## src/rtl/mem_access_pkg.sv

```systemverilog
// mem_access_pkg
// Shared definitions for the memory-access pipeline stage: bus widths,
// access op codes, FSM state encodings, zero constants, and small helper
// functions for classifying ops, picking byte lanes and replicating store data.
package mem_access_pkg;

  localparam int DATA_W = 32;
  localparam int REG_W  = 5;
  localparam int SEL_W  = 4;
  localparam int OP_W   = 4;
  localparam int ST_W   = 2;

  // Access codes; 9-15 are unused and behave as NONE.
  localparam logic [OP_W-1:0] OP_NONE = 4'd0;
  localparam logic [OP_W-1:0] OP_LB   = 4'd1;
  localparam logic [OP_W-1:0] OP_LBU  = 4'd2;
  localparam logic [OP_W-1:0] OP_LH   = 4'd3;
  localparam logic [OP_W-1:0] OP_LHU  = 4'd4;
  localparam logic [OP_W-1:0] OP_LW   = 4'd5;
  localparam logic [OP_W-1:0] OP_SB   = 4'd6;
  localparam logic [OP_W-1:0] OP_SH   = 4'd7;
  localparam logic [OP_W-1:0] OP_SW   = 4'd8;

  localparam logic [ST_W-1:0] ST_IDLE = 2'd0;
  localparam logic [ST_W-1:0] ST_BUSY = 2'd1;
  localparam logic [ST_W-1:0] ST_DONE = 2'd2;

  localparam logic [DATA_W-1:0] ZERO_WORD = '0;
  localparam logic [REG_W-1:0]  ZERO_REG  = '0;
  localparam logic [SEL_W-1:0]  ZERO_SEL  = '0;

  function automatic logic is_load(input logic [OP_W-1:0] op);
    return (op == OP_LB) || (op == OP_LBU) || (op == OP_LH) ||
           (op == OP_LHU) || (op == OP_LW);
  endfunction

  function automatic logic is_store(input logic [OP_W-1:0] op);
    return (op == OP_SB) || (op == OP_SH) || (op == OP_SW);
  endfunction

  function automatic logic is_misaligned(input logic [OP_W-1:0] op,
                                         input logic [1:0]      a);
    case (op)
      OP_LH, OP_LHU, OP_SH: return a[0];
      OP_LW, OP_SW:         return (a != 2'b00);
      default:              return 1'b0;
    endcase
  endfunction

  // Big-endian lanes: byte address 0 lives in bus_sel[3] / data[31:24].
  function automatic logic [SEL_W-1:0] lane_sel(input logic [OP_W-1:0] op,
                                                input logic [1:0]      a);
    case (op)
      OP_LB, OP_LBU, OP_SB: return 4'b1000 >> a;
      OP_LH, OP_LHU, OP_SH: return a[1] ? 4'b0011 : 4'b1100;
      OP_LW, OP_SW:         return 4'b1111;
      default:              return ZERO_SEL;
    endcase
  endfunction

  // Replicating the datum means any selected lane already carries it.
  function automatic logic [DATA_W-1:0] store_data(input logic [OP_W-1:0]   op,
                                                   input logic [DATA_W-1:0] d);
    case (op)
      OP_SB:   return {4{d[7:0]}};
      OP_SH:   return {2{d[15:0]}};
      default: return d;
    endcase
  endfunction

endpackage

```

## src/rtl/mem_access_load_align.sv

```systemverilog
// load_align
// Combinational load lane selection with sign/zero extension.
// Ports:
//   rdata  - 32-bit word returned by the bus
//   addr   - low two bits of the byte address
//   op     - access code (only load codes produce a non-zero result)
//   result - extended load value
module load_align
  import mem_access_pkg::*;
(
  input  logic [DATA_W-1:0] rdata,
  input  logic [1:0]        addr,
  input  logic [OP_W-1:0]   op,
  output logic [DATA_W-1:0] result
);

  logic [7:0]  lane_byte [4];
  logic [7:0]  sel_byte;
  logic [15:0] sel_half;

  // Lane gi holds byte address gi (big-endian).
  for (genvar gi = 0; gi < 4; gi++) begin : g_lane
    assign lane_byte[gi] = rdata[DATA_W-1-8*gi -: 8];
  end

  assign sel_byte = lane_byte[addr];
  assign sel_half = addr[1] ? rdata[15:0] : rdata[31:16];

  always_comb begin
    result = ZERO_WORD;
    case (op)
      OP_LB:   result = {{24{sel_byte[7]}}, sel_byte};
      OP_LBU:  result = {24'd0, sel_byte};
      OP_LH:   result = {{16{sel_half[15]}}, sel_half};
      OP_LHU:  result = {16'd0, sel_half};
      OP_LW:   result = rdata;
      default: result = ZERO_WORD;
    endcase
  end

endmodule

```

## src/rtl/mem_access.sv

```systemverilog
// mem_access
// MEM pipeline stage: passes non-memory results straight through, and runs
// loads/stores over a simple req/ack bus while stalling the pipeline.
// Ports:
//   clk, rst                       - clock, synchronous active-high reset
//   mem_wdata/mem_waddr/mem_we     - result/store data, dest reg, write enable
//   mem_op, mem_addr               - access code and byte address
//   wb_wdata/wb_waddr/wb_we        - toward the MEM/WB register
//   bus_req/we/addr/sel/wdata      - bus request side
//   bus_rdata, bus_ack             - bus response side
//   stallreq                       - pipeline stall while an access is open
//   exc_align                      - one-cycle misalignment pulse
module mem_access
  import mem_access_pkg::*;
(
  input  logic              clk,
  input  logic              rst,
  input  logic [DATA_W-1:0] mem_wdata,
  input  logic [REG_W-1:0]  mem_waddr,
  input  logic              mem_we,
  input  logic [OP_W-1:0]   mem_op,
  input  logic [DATA_W-1:0] mem_addr,
  output logic [DATA_W-1:0] wb_wdata,
  output logic [REG_W-1:0]  wb_waddr,
  output logic              wb_we,
  output logic              bus_req,
  output logic              bus_we,
  output logic [DATA_W-1:0] bus_addr,
  output logic [SEL_W-1:0]  bus_sel,
  output logic [DATA_W-1:0] bus_wdata,
  input  logic [DATA_W-1:0] bus_rdata,
  input  logic              bus_ack,
  output logic              stallreq,
  output logic              exc_align
);

  logic [ST_W-1:0]   state_reg, state_next;

  // Request captured on entry to BUSY so the bus stays stable regardless
  // of what the stalled pipeline presents meanwhile.
  logic [OP_W-1:0]   lat_op_reg;
  logic [DATA_W-1:0] lat_addr_reg;
  logic [DATA_W-1:0] lat_wdata_reg;
  logic [REG_W-1:0]  lat_waddr_reg;
  logic              lat_we_reg;

  logic [DATA_W-1:0] hold_wdata_reg;
  logic [REG_W-1:0]  hold_waddr_reg;
  logic              hold_we_reg;

  logic              st_idle, st_busy, st_done;
  logic [OP_W-1:0]   cur_op;
  logic [DATA_W-1:0] cur_addr;
  logic [DATA_W-1:0] cur_wdata;
  logic [REG_W-1:0]  cur_waddr;
  logic              cur_we;
  logic              access_op, misaligned, req;
  logic [DATA_W-1:0] load_result;

  assign st_idle = (state_reg == ST_IDLE);
  assign st_busy = (state_reg == ST_BUSY);
  assign st_done = (state_reg == ST_DONE);

  assign cur_op    = st_busy ? lat_op_reg    : mem_op;
  assign cur_addr  = st_busy ? lat_addr_reg  : mem_addr;
  assign cur_wdata = st_busy ? lat_wdata_reg : mem_wdata;
  assign cur_waddr = st_busy ? lat_waddr_reg : mem_waddr;
  assign cur_we    = st_busy ? lat_we_reg    : mem_we;

  assign access_op  = is_load(cur_op) || is_store(cur_op);
  assign misaligned = access_op && is_misaligned(cur_op, cur_addr[1:0]);
  // A bus_ack outside this window is ignored, and bus_rdata is only used
  // when it coincides with req.
  assign req        = st_busy || (st_idle && access_op && !misaligned);

  load_align u_load_align (
    .rdata  (bus_rdata),
    .addr   (cur_addr[1:0]),
    .op     (cur_op),
    .result (load_result)
  );

  always_comb begin
    state_next = state_reg;
    case (state_reg)
      ST_IDLE: if (req) state_next = bus_ack ? ST_DONE : ST_BUSY;
      ST_BUSY: if (bus_ack) state_next = ST_DONE;
      ST_DONE: state_next = ST_IDLE;
      default: state_next = ST_IDLE;
    endcase
  end

  always_ff @(posedge clk) begin
    if (rst) begin
      state_reg      <= ST_IDLE;
      lat_op_reg     <= OP_NONE;
      lat_addr_reg   <= ZERO_WORD;
      lat_wdata_reg  <= ZERO_WORD;
      lat_waddr_reg  <= ZERO_REG;
      lat_we_reg     <= 1'b0;
      hold_wdata_reg <= ZERO_WORD;
      hold_waddr_reg <= ZERO_REG;
      hold_we_reg    <= 1'b0;
    end else begin
      state_reg <= state_next;
      if (st_idle && req && !bus_ack) begin
        lat_op_reg    <= mem_op;
        lat_addr_reg  <= mem_addr;
        lat_wdata_reg <= mem_wdata;
        lat_waddr_reg <= mem_waddr;
        lat_we_reg    <= mem_we;
      end
      if (req && bus_ack) begin
        hold_wdata_reg <= is_load(cur_op) ? load_result : cur_wdata;
        hold_waddr_reg <= cur_waddr;
        // Stores never write the register file.
        hold_we_reg    <= is_load(cur_op) && cur_we;
      end
    end
  end

  // Reset forces every output low regardless of state or inputs.
  always_comb begin
    wb_wdata  = ZERO_WORD;
    wb_waddr  = ZERO_REG;
    wb_we     = 1'b0;
    bus_req   = 1'b0;
    bus_we    = 1'b0;
    bus_addr  = ZERO_WORD;
    bus_sel   = ZERO_SEL;
    bus_wdata = ZERO_WORD;
    stallreq  = 1'b0;
    exc_align = 1'b0;
    if (!rst) begin
      if (req) begin
        bus_req  = 1'b1;
        bus_we   = is_store(cur_op);
        bus_addr = {cur_addr[DATA_W-1:2], 2'b00};
        bus_sel  = lane_sel(cur_op, cur_addr[1:0]);
        if (is_store(cur_op)) bus_wdata = store_data(cur_op, cur_wdata);
        stallreq = 1'b1;
      end
      exc_align = st_idle && misaligned;
      if (st_done) begin
        wb_wdata = hold_wdata_reg;
        wb_waddr = hold_waddr_reg;
        wb_we    = hold_we_reg;
      end else if (st_idle && !access_op) begin
        wb_wdata = mem_wdata;
        wb_waddr = mem_waddr;
        wb_we    = mem_we;
      end
    end
  end

endmodule

```

## config.mk

```make
export PLATFORM = sky130hd
export DESIGN_NAME = mem_access
export DESIGN_NICKNAME = d
export VERILOG_FILES = /design/src/rtl/mem_access_pkg.sv /design/src/rtl/mem_access_load_align.sv /design/src/rtl/mem_access.sv
export SDC_FILE = /design/constraint.sdc
export NUM_CORES = 1
export LEC_CHECK = 0
export CORE_MARGIN = 4
export CORE_UTILIZATION = 43
export DETAILED_ROUTE_END_ITERATION = 12
export HOLD_SLACK_MARGIN = 0.12
export PLACE_DENSITY_LB_ADDON = 0.3
export SETUP_SLACK_MARGIN = 0.2
export SKIP_LAST_GASP = 1
export SYNTH_ARGS = -nofsm -noshare
export SYNTH_HDL_FRONTEND = slang
export SYNTH_SLANG_ARGS = --single-unit
```

## constraint.sdc

```tcl
create_clock -name clk -period 4.28 [get_ports clk]
set_clock_uncertainty 0.2 [all_clocks]
set_input_delay 0.642 -clock clk [delete_from_list [all_inputs] [get_ports clk]]
set_output_delay 0.642 -clock clk [all_outputs]
set_load 0.05 [all_outputs]
```

## Word level (Yosys, flattened, before mapping)

Index checks and enable logic that the tools add are counted.

- Output and inout bits: 110
- Bits of input ports: 109
- Logic and storage cells: 90
- Bits in registers: 114

- Shift-type cells: 1
- $lt $le $gt $ge: 1
- Equality and inequality tests: 12
- Reduce and logical (&&, ||, !) cells: 26
- Bitwise gates (word level): 1
- Multiplexer cells: 40

Operators by type and width:

| kind | count |
|---|---|
| $mux 32 | 11 |
| $pmux 32 s5 | 1 |
| $pmux 32 s2 | 1 |
| $mux 5 | 4 |
| $bmux 8 s2 | 1 |
| $eq 4x3->1 const B | 4 |
| $mux 16 | 1 |
| $mux 4 | 4 |
| $mux 8 | 2 |
| $pmux 4 s3 | 1 |
| $logic_and 1x1->1 | 9 |
| $mux 1 | 9 |
| $eq 4x2->1 const B | 2 |
| $logic_or 1x1->1 | 8 |
| $mux 2 | 3 |
| $reduce_or 3->1 | 2 |
| $eq 4x1->1 const B | 1 |
| $eq 4x4->1 const B | 1 |
| $pmux 2 s2 | 1 |
| $shr 4x2->4 const A | 1 |
| $ge 3x3->1 const B | 1 |
| $logic_not 1->1 | 3 |
| $not 2->3 | 1 |
| $eq 2x1->1 const B | 1 |
| 8 further kinds | 8 |

## Longest topological paths before layout

Gate-level depths: netlist of run 1.

- Depth in word-level cells: 14
- Gate-level depth with buffers: 12

## Cells and area by module

From an unflattened synthesis of run 1, not the netlist that was laid out.

- Cells, all modules: 1079
- Area total of the unflattened synthesis: 7497.2 sq um

Modules (own cells, without submodules):

| module | times used | area an instance (sq um) | cells an instance | sequential area each (sq um) |
|---|---|---|---|---|
| mem_access | 1 | 6617.6 | 956 | 2282.2 |
| load_align | 1 | 879.6 | 123 | 0.0 |

## Least setup slack after synthesis of run 1

OpenSTA, ideal clock, no wires.

- Path kind: input to output
- Start point: in mem_op[2]
- End point: out bus_wdata[25]
- Arrival time: 3.440 ns
- Stages on the path: 10
- Setup slack: -0.002 ns
- Cells stage by stage: clkbuf_1 > nor2b_1 > a21oi_2 > o22ai_1 > a2111o_1 > buf_6 > clkinv_4 > nand2_4 > buf_2 > a211oi_1

- Cells in the longest elaborated chain, start to end: 13

RTL lines:

| item | RTL line | source |
|---|---|---|
| start, declared | mem_access.sv:21 | `input logic [OP_W-1:0] mem_op,` |
| $mux 4 * | mem_access.sv:64 | `assign cur_op = st_busy ? lat_op_reg : mem_op;` |
| parallel branches: the longest is 10 deep, another holds $eq 4x2->1 | - |  |
| $mux 32 * | mem_access.sv:135 | `if (req) begin` |
| $mux 32 * | mem_access.sv:134 | `if (!rst) begin` |
| end, declared | mem_access.sv:30 | `output logic [DATA_W-1:0] bus_wdata,` |

Every way passes the cells marked *.

## Worst setup path after layout of run 1

- Start point: in mem_op[3]
- End point: out bus_wdata[16]

Same word-level chain as after synthesis.

==> results of run 1 <==
-- repair_timing --
action                     4_1_cts  5_1_grt
resized for setup                2        3
hold buffers                     0        0
setup endpoints to repair       17       19
cloned                           0        0
-- metal layers --
layer	vias to the layer above	GRT usage	wire length (microns)
li1	3936	-	-
met1	4011	0.3577	12560
met2	415	0.4309	13940
met3	69	0.06104	2354
met4	0	0.08167	767
met5	-	0	0
-- Yosys cell counts, types with 3 or more instances --
| cell type | number | area, sq um |
|---|---|---|
| a221oi_1 | 4 | 35.03 |
| a211oi_1 | 30 | 225.2 |
| a32oi_1 | 18 | 157.7 |
| buf_2 | 19 | 95.09 |
| a21o_1 | 3 | 22.52 |
| a2111o_1 | 5 | 56.30 |
| or4b_1 | 3 | 30.03 |
| a211oi_2 | 10 | 125.1 |
| or3_1 | 3 | 18.77 |
| a311o_1 | 3 | 30.03 |
| buf_4 | 5 | 37.54 |
| mux2i_1 | 113 | 1131 |
| nand2b_1 | 152 | 950.9 |
| nor2b_1 | 8 | 50.05 |
| o31ai_1 | 3 | 22.52 |
| inv_1 | 6 | 22.52 |
| a311oi_1 | 12 | 105.1 |
| and3_1 | 6 | 37.54 |
| o22a_1 | 3 | 26.28 |
| nand2_1 | 135 | 506.7 |
| nor3_1 | 3 | 15.01 |
| and2_1 | 4 | 25.02 |
| a222oi_1 | 5 | 50.05 |
| buf_1 | 7 | 26.28 |
| mux2_2 | 6 | 67.56 |
| o211ai_1 | 4 | 30.03 |
| nor2_1 | 97 | 364.1 |
| a22oi_1 | 38 | 285.3 |
| dfxtp_1 | 114 | 2282 |
| o21ai_0 | 6 | 30.03 |
| clkbuf_1 | 53 | 198.9 |
| buf_6 | 14 | 157.7 |
| a32o_1 | 9 | 90.09 |
| a22o_1 | 17 | 148.9 |
| a21oi_1 | 44 | 220.2 |
-- area by class of cell --
class / count / area (sq um)
diodes: 1 / 2.502
clock buffers: 17 / 425.4
clock inverters: 15 / 197.7
fillers: 1491 / 6187
inverters: 7 / 31.28
multi-input cells: 791 / 5358
flip-flops and latches: 114 / 2283
well taps: 229 / 286.5
repair buffers: 247 / 3498
-- critical path, stage by stage --
cell and delay, ns:
clkdlybuf4s50_1 0.64, nor2b_1 0.12, a21oi_2 0.17, buf_4 0.21, a211oi_2 0.12, a2111o_1 0.37, clkinv_4 0.13, nand2_4 0.22
a211oi_1 0.44, buf_12 0.20
-- report_power, final --
group | leakage (nW) | switching [mW] | total [mW] | internal (mW)
Combinational | 3.48 | 0.693 | 1.23 | 0.533
Sequential | 0.930 | 0.0549 | 1.20 | 1.14
Clock | 0.305 | 0.591 | 1.53 | 0.936
Total | 4.72 | 1.34 | 3.95 | 2.61
-- how the worst max path moves through the flow --
stage,from,to,slack [ns],depth (start not counted)
floorplan,mem_op[2],bus_wdata[25],-0.002,10
global placement,mem_op[3],bus_wdata[18],0.30,10
detailed placement,mem_op[3],bus_wdata[17],0.21,10
CTS,mem_op[3],bus_wdata[24],0.21,10
global route,mem_op[3],bus_wdata[18],0.06,10
finish,mem_op[3],bus_wdata[16],0.15,10
-- cell families after synthesis --
family	Yosys count
AOI/OAI and AO/OA	231
xor gates and xnor gates	2
buffers and inverters	105
DFF	114
muxes	123
other	1
and+or+nand+nor	433
-- through the flow --
stage          instances  utilization
3_5_place_dp        1388       0.6259
2_1_floorplan       1010            -
3_3_place_gp        1388       0.6259
5_1_grt             1421       0.6613
6_report            1421       0.6613
4_1_cts             1420       0.6604
==> impl_metrics.tcl, run 1 <==
set metrics [dict create \
    post_cts_buffers 0 \
    r2r_slack_ns 0.84 \
    grt_pass1_wl_microns 45970 \
    syn_area_per_cell_sq_um 8.043 \
    grt_pass1_vias 8048 \
    crit_arrival_ns 3.29 \
    row_count 49 \
    grt_max_degree 201 \
    p_total_mw 3.950 \
    worst_slew_pin_slew_ns 1.235 \
    syn_inst 1009 \
    postPlaceCellArea_sq_um 11440 \
    ff2ff_path_depth 7 \
    wl_per_cell_microns 20.85 \
    hpwlAfterDp_microns 20830 \
    track_usage 0.2672 \
    synth-compound-area-share 0.2233 \
    clock.fmax_mhz 242.1 \
    overflow 0 \
    yosys_warnings 0 \
    setup_viol 0 \
    drtIter0Drc 912 \
    fin_crit_ns 4.130 \
    io_pins 219 \
    finalCritPeriodShare 0.9649 \
    layout_commonest_cell "nand2b_1" \
    die_y_microns 145.4 \
    portBuffers 216 \
    die_x_microns 145.4 \
    power_density_nw_per_um2 326.9 \
    r2r_start "state_reg[1]" \
    cts_buffers 17 \
    ys_seq_area_frac 0.2812 \
    ant_nets 0 \
    drv_slew 0 \
    synth-simple-area-share 0.2689 \
    rsz0062_at_grt "true" \
    hold_class "flip-flop to flip-flop" \
    design.core.area_sq_um 18270 \
    synth_mux_area_frac 0.1566 \
    holdWs_ns 0.2723 \
    ys_ff_latch 114 \
    drt-total-wl_microns 29620 \
    hold_start "lat_addr_reg[28]" \
    synth_top_family_by_area "simple AND/OR/NAND/NOR gates" \
    clkTransAtPathRegs_ns 0.06 \
    start_util 0.4442 \
    cts_tree "done" \
    leakage_nw 4.715 \
    place_ws_ns 0.2100 \
    place_congestion 0.9477 \
    yosys.area_share.xor_xnor 0.002158 \
    peakVddDrop_mv 0.2787 \
    maxSlewHeadroom 0.1746 \
    endpoint_kind "output port" \
    max-cap-violations 0 \
    drt_first_pass_iters 6 \
    setup_tns_ns 0 \
    start_kind "primary input" \
    netlist_area_sq_um 8115 \
    clock-sinks 114 \
    crit_path_max_fanout 28 \
    ys_types 72 \
    reg2reg_to "hold_wdata_reg[9]" \
    whs_endpoint "lat_addr_reg[28]" \
    cts_max_level 4 \
    synth_fa_ha_area_frac 0 \
    final_nets 1287 \
    die_area_sq_um 21140 \
    antenna_found_initial 1 \
    layout-area-overhead-vs-synth_pct 48.89 \
    hold_depth 2 \
    layout_common_cells "nand2b_1, nand2_1, mux2i_1, dfxtp_1, buf_12" \
    synth_edf_count 0 \
    final_layout_size_suffix_gt1_frac 0.1763 \
    run_status "complete, no violations" \
    cp.required_ns 3.44 \
    async_flop_share 0 \
    vias 8431 \
    cts-root-buf "clkbuf_16" \
    ys.flop_type "dfxtp_1" \
    viasPerCell 5.933 \
    insertion_delay_ns 0.42 \
    postLayoutCellArea_sq_um 12080 \
    cts.path.max_buffers 2 \
    path_class "primary input to output port" \
    drc_errors 0 \
    fin_ws_ns 0.1501 \
    hold_viol_final 0 \
]
(Power assumes the default switching activity.)
==> inputs of run 2 (changes only) <==
--- a/config.mk
+++ b/config.mk
@@ -6,7 +6,7 @@
 export NUM_CORES = 1
 export LEC_CHECK = 0
 export CORE_MARGIN = 4
-export CORE_UTILIZATION = 43
+export CORE_UTILIZATION = 54
 export DETAILED_ROUTE_END_ITERATION = 12
 export HOLD_SLACK_MARGIN = 0.12
 export PLACE_DENSITY_LB_ADDON = 0.3
==> run 2 against run 1 <==
Clock-buffer cell count unchanged. Utilization increased by 16 points. Clock power decreased by 5%. Worst hold slack about the same. Power decreased by 1.6%. Maximum frequency increased by 1.4%. Sequential power about the same. Largest cell class unchanged. Highest routed layer unchanged.
==> impl_metrics.tcl, run 2 (same netlist as run 1, synthesis figures left out) <==
set metrics [dict create \
    vias 8710 \
    dp.cells 1354 \
    row_count 44 \
    postLayoutCellArea_sq_um 12010 \
    hpwlAfterDp_microns 20560 \
    crit_arrival_ns 3.23 \
    crit_path_frequent_cell "buf_4" \
    cp.required_ns 3.44 \
    overflow 0 \
    rsz0062_at_grt "false" \
    die_area_sq_um 17050 \
    layout_common_cells "nand2b_1, nand2_1, dfxtp_1" \
    final_layout_size_suffix_gt1_frac 0.1947 \
    wl_per_cell_microns 21.18 \
    fin_crit_ns 4.073 \
    final_nets 1298 \
    slowest_delay_ns 0.55 \
    clock.fmax_mhz 245.5 \
    io_pins 219 \
    setup_viol 0 \
    r2r_slack_ns 0.85 \
    clock-sinks 114 \
    post_cts_buffers 0 \
    postPlaceCellArea_sq_um 11310 \
    drc_errors 0 \
    grt_pass1_wl_microns 45340 \
    drt-total-wl_microns 29350 \
    switching_share 0.3447 \
    peakVddDrop_mv 0.3261 \
    antenna_found_initial 0 \
    cts_tree "done" \
    multi_input_area_sq_um 5419 \
    start_util 0.5542 \
    hold_class "flip-flop to flip-flop" \
    viasPerCell 6.284 \
    layout_commonest_cell "nand2b_1" \
    r2r_start "state_reg[1]" \
    run_status "complete, no violations" \
    hold_start "hold_wdata_reg[5]" \
    maxSlewHeadroom 0.2199 \
    drt_first_pass_iters 5 \
    reg2reg_to "hold_wdata_reg[9]" \
    die_y_microns 130.6 \
    ff2ff_path_depth 7 \
    p_sw_mw 1.340 \
    path_class "primary input to output port" \
    track_usage 0.3378 \
    n_antenna_cell 0 \
    hold_viol_final 0 \
    clkTransAtPathRegs_ns 0.06 \
    ant_nets 0 \
    grt_pass1_vias 8189 \
    endpoint_kind "output port" \
    hold_buffers 0 \
    internal_power_mw 2.547 \
    drtIter0Drc 999 \
    layout-area-overhead-vs-synth_pct 47.93 \
    fin_cells 1386 \
    fillCellCount 924 \
    register_area_sq_um 2282 \
    drv_slew 0 \
    cpMaxStageDelayCell "clkdlybuf4s50_1" \
    design.core.area_sq_um 14640 \
    clkPwrFrac 0.374 \
    cts_buffers 17 \
    leakage_nw 4.729 \
    holdWs_ns 0.2719 \
    cts.path.max_buffers 2 \
    insertion_delay_ns 0.42 \
    die_x_microns 130.6 \
    comb_power_share 0.319 \
    cts-root-buf "clkbuf_16" \
    power_density_nw_per_um2 323.8 \
    fin_ws_ns 0.2067 \
    place_congestion 1.010 \
    cts_max_level 4 \
    worst_slew_pin_slew_ns 1.166 \
    portBuffers 216 \
    crit_chain "clkdlybuf4s50_1 > buf_4 > mux2_2 > or3_1 > buf_4 > a211oi_1 > a211oi_2 > buf_12" \
    crit_path_max_fanout 32 \
    post-route-util 0.8198 \
    place_ws_ns 0.2148 \
    grt_max_degree 109 \
    finalCritPeriodShare 0.9517 \
    hold_depth 1 \
    whs_endpoint "hold_wdata_reg[5]" \
    max-cap-violations 0 \
    share_seq_of_total_power 0.307 \
    start_kind "primary input" \
]
-- run 2: cell types whose count changed in the layout (fill, tap and decap cells not counted), sizes merged --
cell | before | now
bufinv | 3 | 2
clkdlybuf4s50 | 107 | 106
dlymetal6s2s | 0 | 1
clkinv | 5 | 6
diode | 1 | 0
buf | 140 | 151
-- run 2: worst max-delay path: cells and delay by family --
family,cells,cell delay [ns]
simple gates,1,0.37
mux,1,0.27
buf+inv,4,1.26
compound gates,2,0.68
-- run 2: per-layer routing --
layer,wire (microns),global-route usage
met1,11790,0.4596
met2,13700,0.5338
met3,2965,0.06870
met4,896,0.1198
met5,0,0
-- run 2: repair_timing --
item | in CTS | in global routing
hold endpoints to repair | 0 | 0
resized for setup | 4 | 16
setup endpoints to repair | 4 | 22
-- run 2: how the worst max path moves through the flow --
stage / cells past startpoint / startpoint / end / slack, ns
2_1_floorplan: 10 / mem_op[2] / bus_wdata[25] / -0.002
3_3_place_gp: 9 / mem_op[3] / bus_wdata[15] / 0.29
3_5_place_dp: 9 / mem_op[1] / bus_wdata[29] / 0.21
4_1_cts: 9 / mem_op[1] / bus_wdata[27] / 0.19
5_1_grt: 8 / mem_op[3] / bus_wdata[26] / 0.21
6_report: 8 / mem_op[3] / bus_wdata[26] / 0.21
-- run 2: final cells by class --
type / count / share of cell area
flip-flops and latches: 114 / 0.1901
well taps: 184 / 0.01918
clock inverters: 15 / 0.01428
clock buffers: 17 / 0.03544
inverters: 7 / 0.002606
multi-input cells: 791 / 0.4514
repair buffers: 258 / 0.2870
-- run 2: power by group through the flow --
stage / clock (mW) / combinational (mW) / sequential, mW
3_5_place_dp: 0 / 1.21 / 1.21
6_report: 1.45 / 1.24 / 1.19
4_1_cts: 1.46 / 1.22 / 1.19
3_3_place_gp: 0 / 1.19 / 1.21
5_1_grt: 1.51 / 1.30 / 1.20
2_1_floorplan: 0 / 0.718 / 1.20
-- run 2: metrics by stage --
stage / total power [mW] / TNS (ns)
floorplan: 1.914 / -0.01969
global placement: 2.401 / 0
detailed placement: 2.418 / 0
CTS: 3.863 / 0
global route: 4.012 / 0
finish: 3.887 / 0
==> variant 1: new RTL, settings of run 1 <==
`ZERO_REG`: '0 -> 1.
--- a/src/rtl/mem_access_pkg.sv
+++ b/src/rtl/mem_access_pkg.sv
@@ -26,7 +26,7 @@
   localparam logic [ST_W-1:0] ST_DONE = 2'd2;
 
   localparam logic [DATA_W-1:0] ZERO_WORD = '0;
-  localparam logic [REG_W-1:0]  ZERO_REG  = '0;
+  localparam logic [REG_W-1:0]  ZERO_REG  = 1;
   localparam logic [SEL_W-1:0]  ZERO_SEL  = '0;
 
   function automatic logic is_load(input logic [OP_W-1:0] op);
Function: changed (Yosys sat finds a counterexample within 4 cycles, from zero or initial values and one cycle with rst high).
==> variant 1 against run 1 <==
Non-clock buffer count rose by 10. Worst setup slack improved by 0.16 ns. Hold slack got worse by 0.0032 ns. Final area fell by 7.5%. Routed wire length rose by 5.9%. Synthesized area fell by 5.5%. Sequential cell count did not move. Synthesized cell count rose by 6.7%. Power fell by 0.41%. Core utilization fell by 1.7 points. Critical path depth fell by 1. First-iteration DRC count rose by 47%.
==> variant 1: results (changes against run 1) <==
| Metric | Value |
|---|---|
| Global Route met1 Usage | 39.5% (+3.7 points) |
| DRT iter0 DRCs | 1341 (+47%) |
| Buffers, non-clock | 257 (+4.0%) |
| Signal inverters | 11 (+4) |
| Routed wl met3 | 3690 µm (+57%) |
| CP peak stage delay | 0.50 ns (-0.14 ns) |
| Clkbuf count | 22 (+5) |
| Relative slew slack | 41.6% (+24 points) |
| Comb pwr share | 31.7% (+0.7 points) |
| Internal Power | 2.58 mW (-1.1%) |
| GR Util met3 | 7.31% (+1.2 points) |
| Vias in the first global route | 8507 (+5.7%) |
| Wire per inst | 21.3 µm (+2.3%) |
| Final #Nets | 1342 (+4.3%) |
| Leakage | 4.36 nW (-7.5%) |
| Area of the multi-input gates | 0.00484 mm² (-9.6%) |
| DPL Wire Length | 21600 µm (+3.9%) |
| Yosys cell types | 69 (-4.2%) |
| ClkCell Share | 5.47% (+0.32 points) |
| Sequential-to-total area share from yosys stat | 29.8% (+1.6 points) |
| N_taps | 225 (-1.7%) |
| Maximum number of pins on one net before global-route repair | 85 (-58%) |
| Core Util, Final | 64.4% (-1.7 points) |
| Commonest cells in the netlist | nand2_1 (181), a21oi_1 (139), dfxtp_1 (114) |
| PwrDens | 352 mW/mm² (+7.6%) |
| NonClk Buf Share | 27.9% (-1.1 points) |
| Vias/cell | 6.32 (+6.6%) |
| Initial antenna violation count | 0 (-1) |
| Comb_multi_in | 832 (+5.2%) |
| GR Util met2 | 46.2% (+3.1 points) |
| Cells after DPL | 1439 (+3.7%) |
| Filler cells | 1498 (+0.47%) |
| Post-Place Cell Area | 0.0106 mm² (-7.7%) |
| GRT Util Overall | 29.8% (+3.1 points) |
| Fraction of area in registers | 20.4% (+1.5 points) |
| Slowest cell on crit path | dfxtp_2 |
| Mapped Avg Cell Area | 7.12 µm² (-11%) |
| Area contributors post-synth | dfxtp_1 (30%), a21oi_1 (9.1%), nand2_1 (8.9%) |
| RD Place Congestion | 0.996 (+5.1%) |
| First-pass GRT wire length | 48000 µm (+4.4%) |
| Status | complete, no violations |
| CP top delay family | compound AO/OA/AOI/OAI gates |
| Crit-path max FO | 33 (+18%) |
| Place WS | 0.417 ns (+0.207 ns) |
-- variant 1: kinds of logic (layout without fill, tap and decap cells) --
| logic type | after synthesis | count (layout) | synth area share, % |
|---|---|---|---|
| compound gates | 393 | 393 | 33.5 |
| xor+xnor | 2 | 2 | 0.229 |
| buf+inv | 132 | 300 | 7.95 |
| flops | 114 | 114 | 29.8 |
| mux | 47 | 47 | 6.61 |
| other cells | 1 | 2 | 0.0489 |
| simple gates | 388 | 388 | 21.9 |
-- variant 1: path summary, 6_finish.rpt --
kind,from,endpoint,slack [ns],cells past startpoint
worst min register to register,hold_wdata_reg[0],hold_wdata_reg[0],0.27,2
worst min-delay path,hold_wdata_reg[0],hold_wdata_reg[0],0.27,2
worst max-delay path,state_reg[0],bus_wdata[8],0.31,9
worst max register to register,state_reg[0],lat_wdata_reg[10],0.81,9
-- variant 1: timing repair --
item                                    CTS  global route
setup buffers                             0             0
endpoints found under the setup margin    7             2
endpoints found under the hold margin     0             0
gates resized for setup                   1             2
pin swaps                                 0             0
==> variant 2: new RTL, settings of run 1 <==
Made on the original files. Reset style: asynchronous (`rst`), changed in one clocked block. Comments in the files are not updated.
--- a/src/rtl/mem_access.sv
+++ b/src/rtl/mem_access.sv
@@ -90,7 +90,7 @@
     endcase
   end
 
-  always_ff @(posedge clk) begin
+  always_ff @(posedge clk or posedge rst) begin
     if (rst) begin
       state_reg      <= ST_IDLE;
       lat_op_reg     <= OP_NONE;
Check against the original RTL: no difference found for any inputs over 4 cycles, from zero or initial values and one cycle with rst high; that may be too few to reach the edited logic, so the function may still have changed.
==> variant 2 against run 1 <==
Synthesized area decreased by 6.3%. Final area decreased by 2.4%. Maximum frequency increased by 2.2%. Count of clock-buffer cells in the layout increased by 1. Cell count decreased by 15%. Worst setup slack improved by 0.087 ns. Sequential cell count unchanged. Routed wire length decreased by 11%. Largest cell class unchanged. Highest routed layer unchanged.
Power is not compared: it rests on default switching activity, and its combinational part moved more than twofold at a synthesized area within 25%.
==> variant 2: results (changes against run 1) <==
| Metric | Value |
|---|---|
| Status | complete, no violations |
| Ys async rst share | 100% (+100 points) |
| Max Clk Rate | 247 MHz (+2.2%) |
| Post-synthesis cell area | 0.00760 mm² (-6.3%) |
| Share of layout cells above drive strength 1 | 25.5% (+7.9 points) |
| Area contributors post-synth | dfrtp_1 (38%), mux2_1 (10%), mux2i_1 (9.0%) |
| Crit-path max FO | 70 (+150%) |
| GR Util met3 | 7.80% (+1.7 points) |
| RD Place Congestion | 0.894 (-5.7%) |
| Vias in the first global route | 7314 (-9.1%) |
| Filler cells | 1283 (-14%) |
| Hold EP | lat_wdata_reg[7] |
| First-pass GRT wire length | 41000 µm (-11%) |
| CP peak stage delay | 0.61 ns (-0.03 ns) |
| Global Route met1 Usage | 34.4% (-1.4 points) |
| Final #Nets | 1076 (-16%) |
| Met1 wire length | 11000 µm (-13%) |
| Place WS | 0.185 ns (-0.0254 ns) |
| Cells after DPL | 1173 (-15%) |
| Pwr Total | 8.80 mW |
| Sequential cell area | 0.00285 mm² (+25%) |
| Buffers, non-clock | 248 (+0.40%) |
| Final wirelength | 26500 µm (-11%) |
| Routed wl met3 | 2200 µm (-6.8%) |
| Comb_multi_in | 570 (-28%) |
| Clkbuf count | 18 (+1) |
| Maximum number of pins on one net before global-route repair | 71 (-65%) |
| Commonest cells in the netlist | dfrtp_1 (114), mux2_1 (69), mux2i_1 (68) |
| R2R Path Start | state_reg[0] |
| Hold path depth | 1 (-1) |
| Yosys cell types | 57 (-21%) |
| ClkCell Share | 5.41% (+0.26 points) |
| Setup crit end | bus_wdata[15] |
| FF-to-FF End | hold_wdata_reg[12] |
| Area of the multi-input gates | 0.00440 mm² (-18%) |
## variant 2: changes by cell type after synthesis, moves of 16 or more
cell             run 1  this run
nand2b_1           152         2
dfrtp_1              0       114
dfxtp_1            114         0
nand2_1            135        55
mux2_1               0        69
nor3_1               3        59
mux2i_1            113        68
mux2_2               6        46
nor2_1              97        63
a211oi_1            30         0
a32oi_1             18         1
a22o_1              17         1
## variant 2: cell families (layout without fill, tap and decap cells)
| group | count (synthesis) | in the layout | share of synthesized area [%] |
|---|---|---|---|
| muxes | 190 | 190 | 28.0 |
| buffers and inverters | 89 | 295 | 5.75 |
| other | 1 | 3 | 0.0493 |
| xor gates and xnor gates | 2 | 2 | 0.230 |
| and+or+nand+nor | 210 | 210 | 13.0 |
| DFF | 114 | 114 | 37.5 |
| AOI/OAI and AO/OA | 166 | 166 | 15.5 |
## variant 2: repair_timing
item	4_1_cts	5_1_grt
endpoints found under the setup margin	65	69
gates resized for setup	2	4
endpoints found under the hold margin	0	0
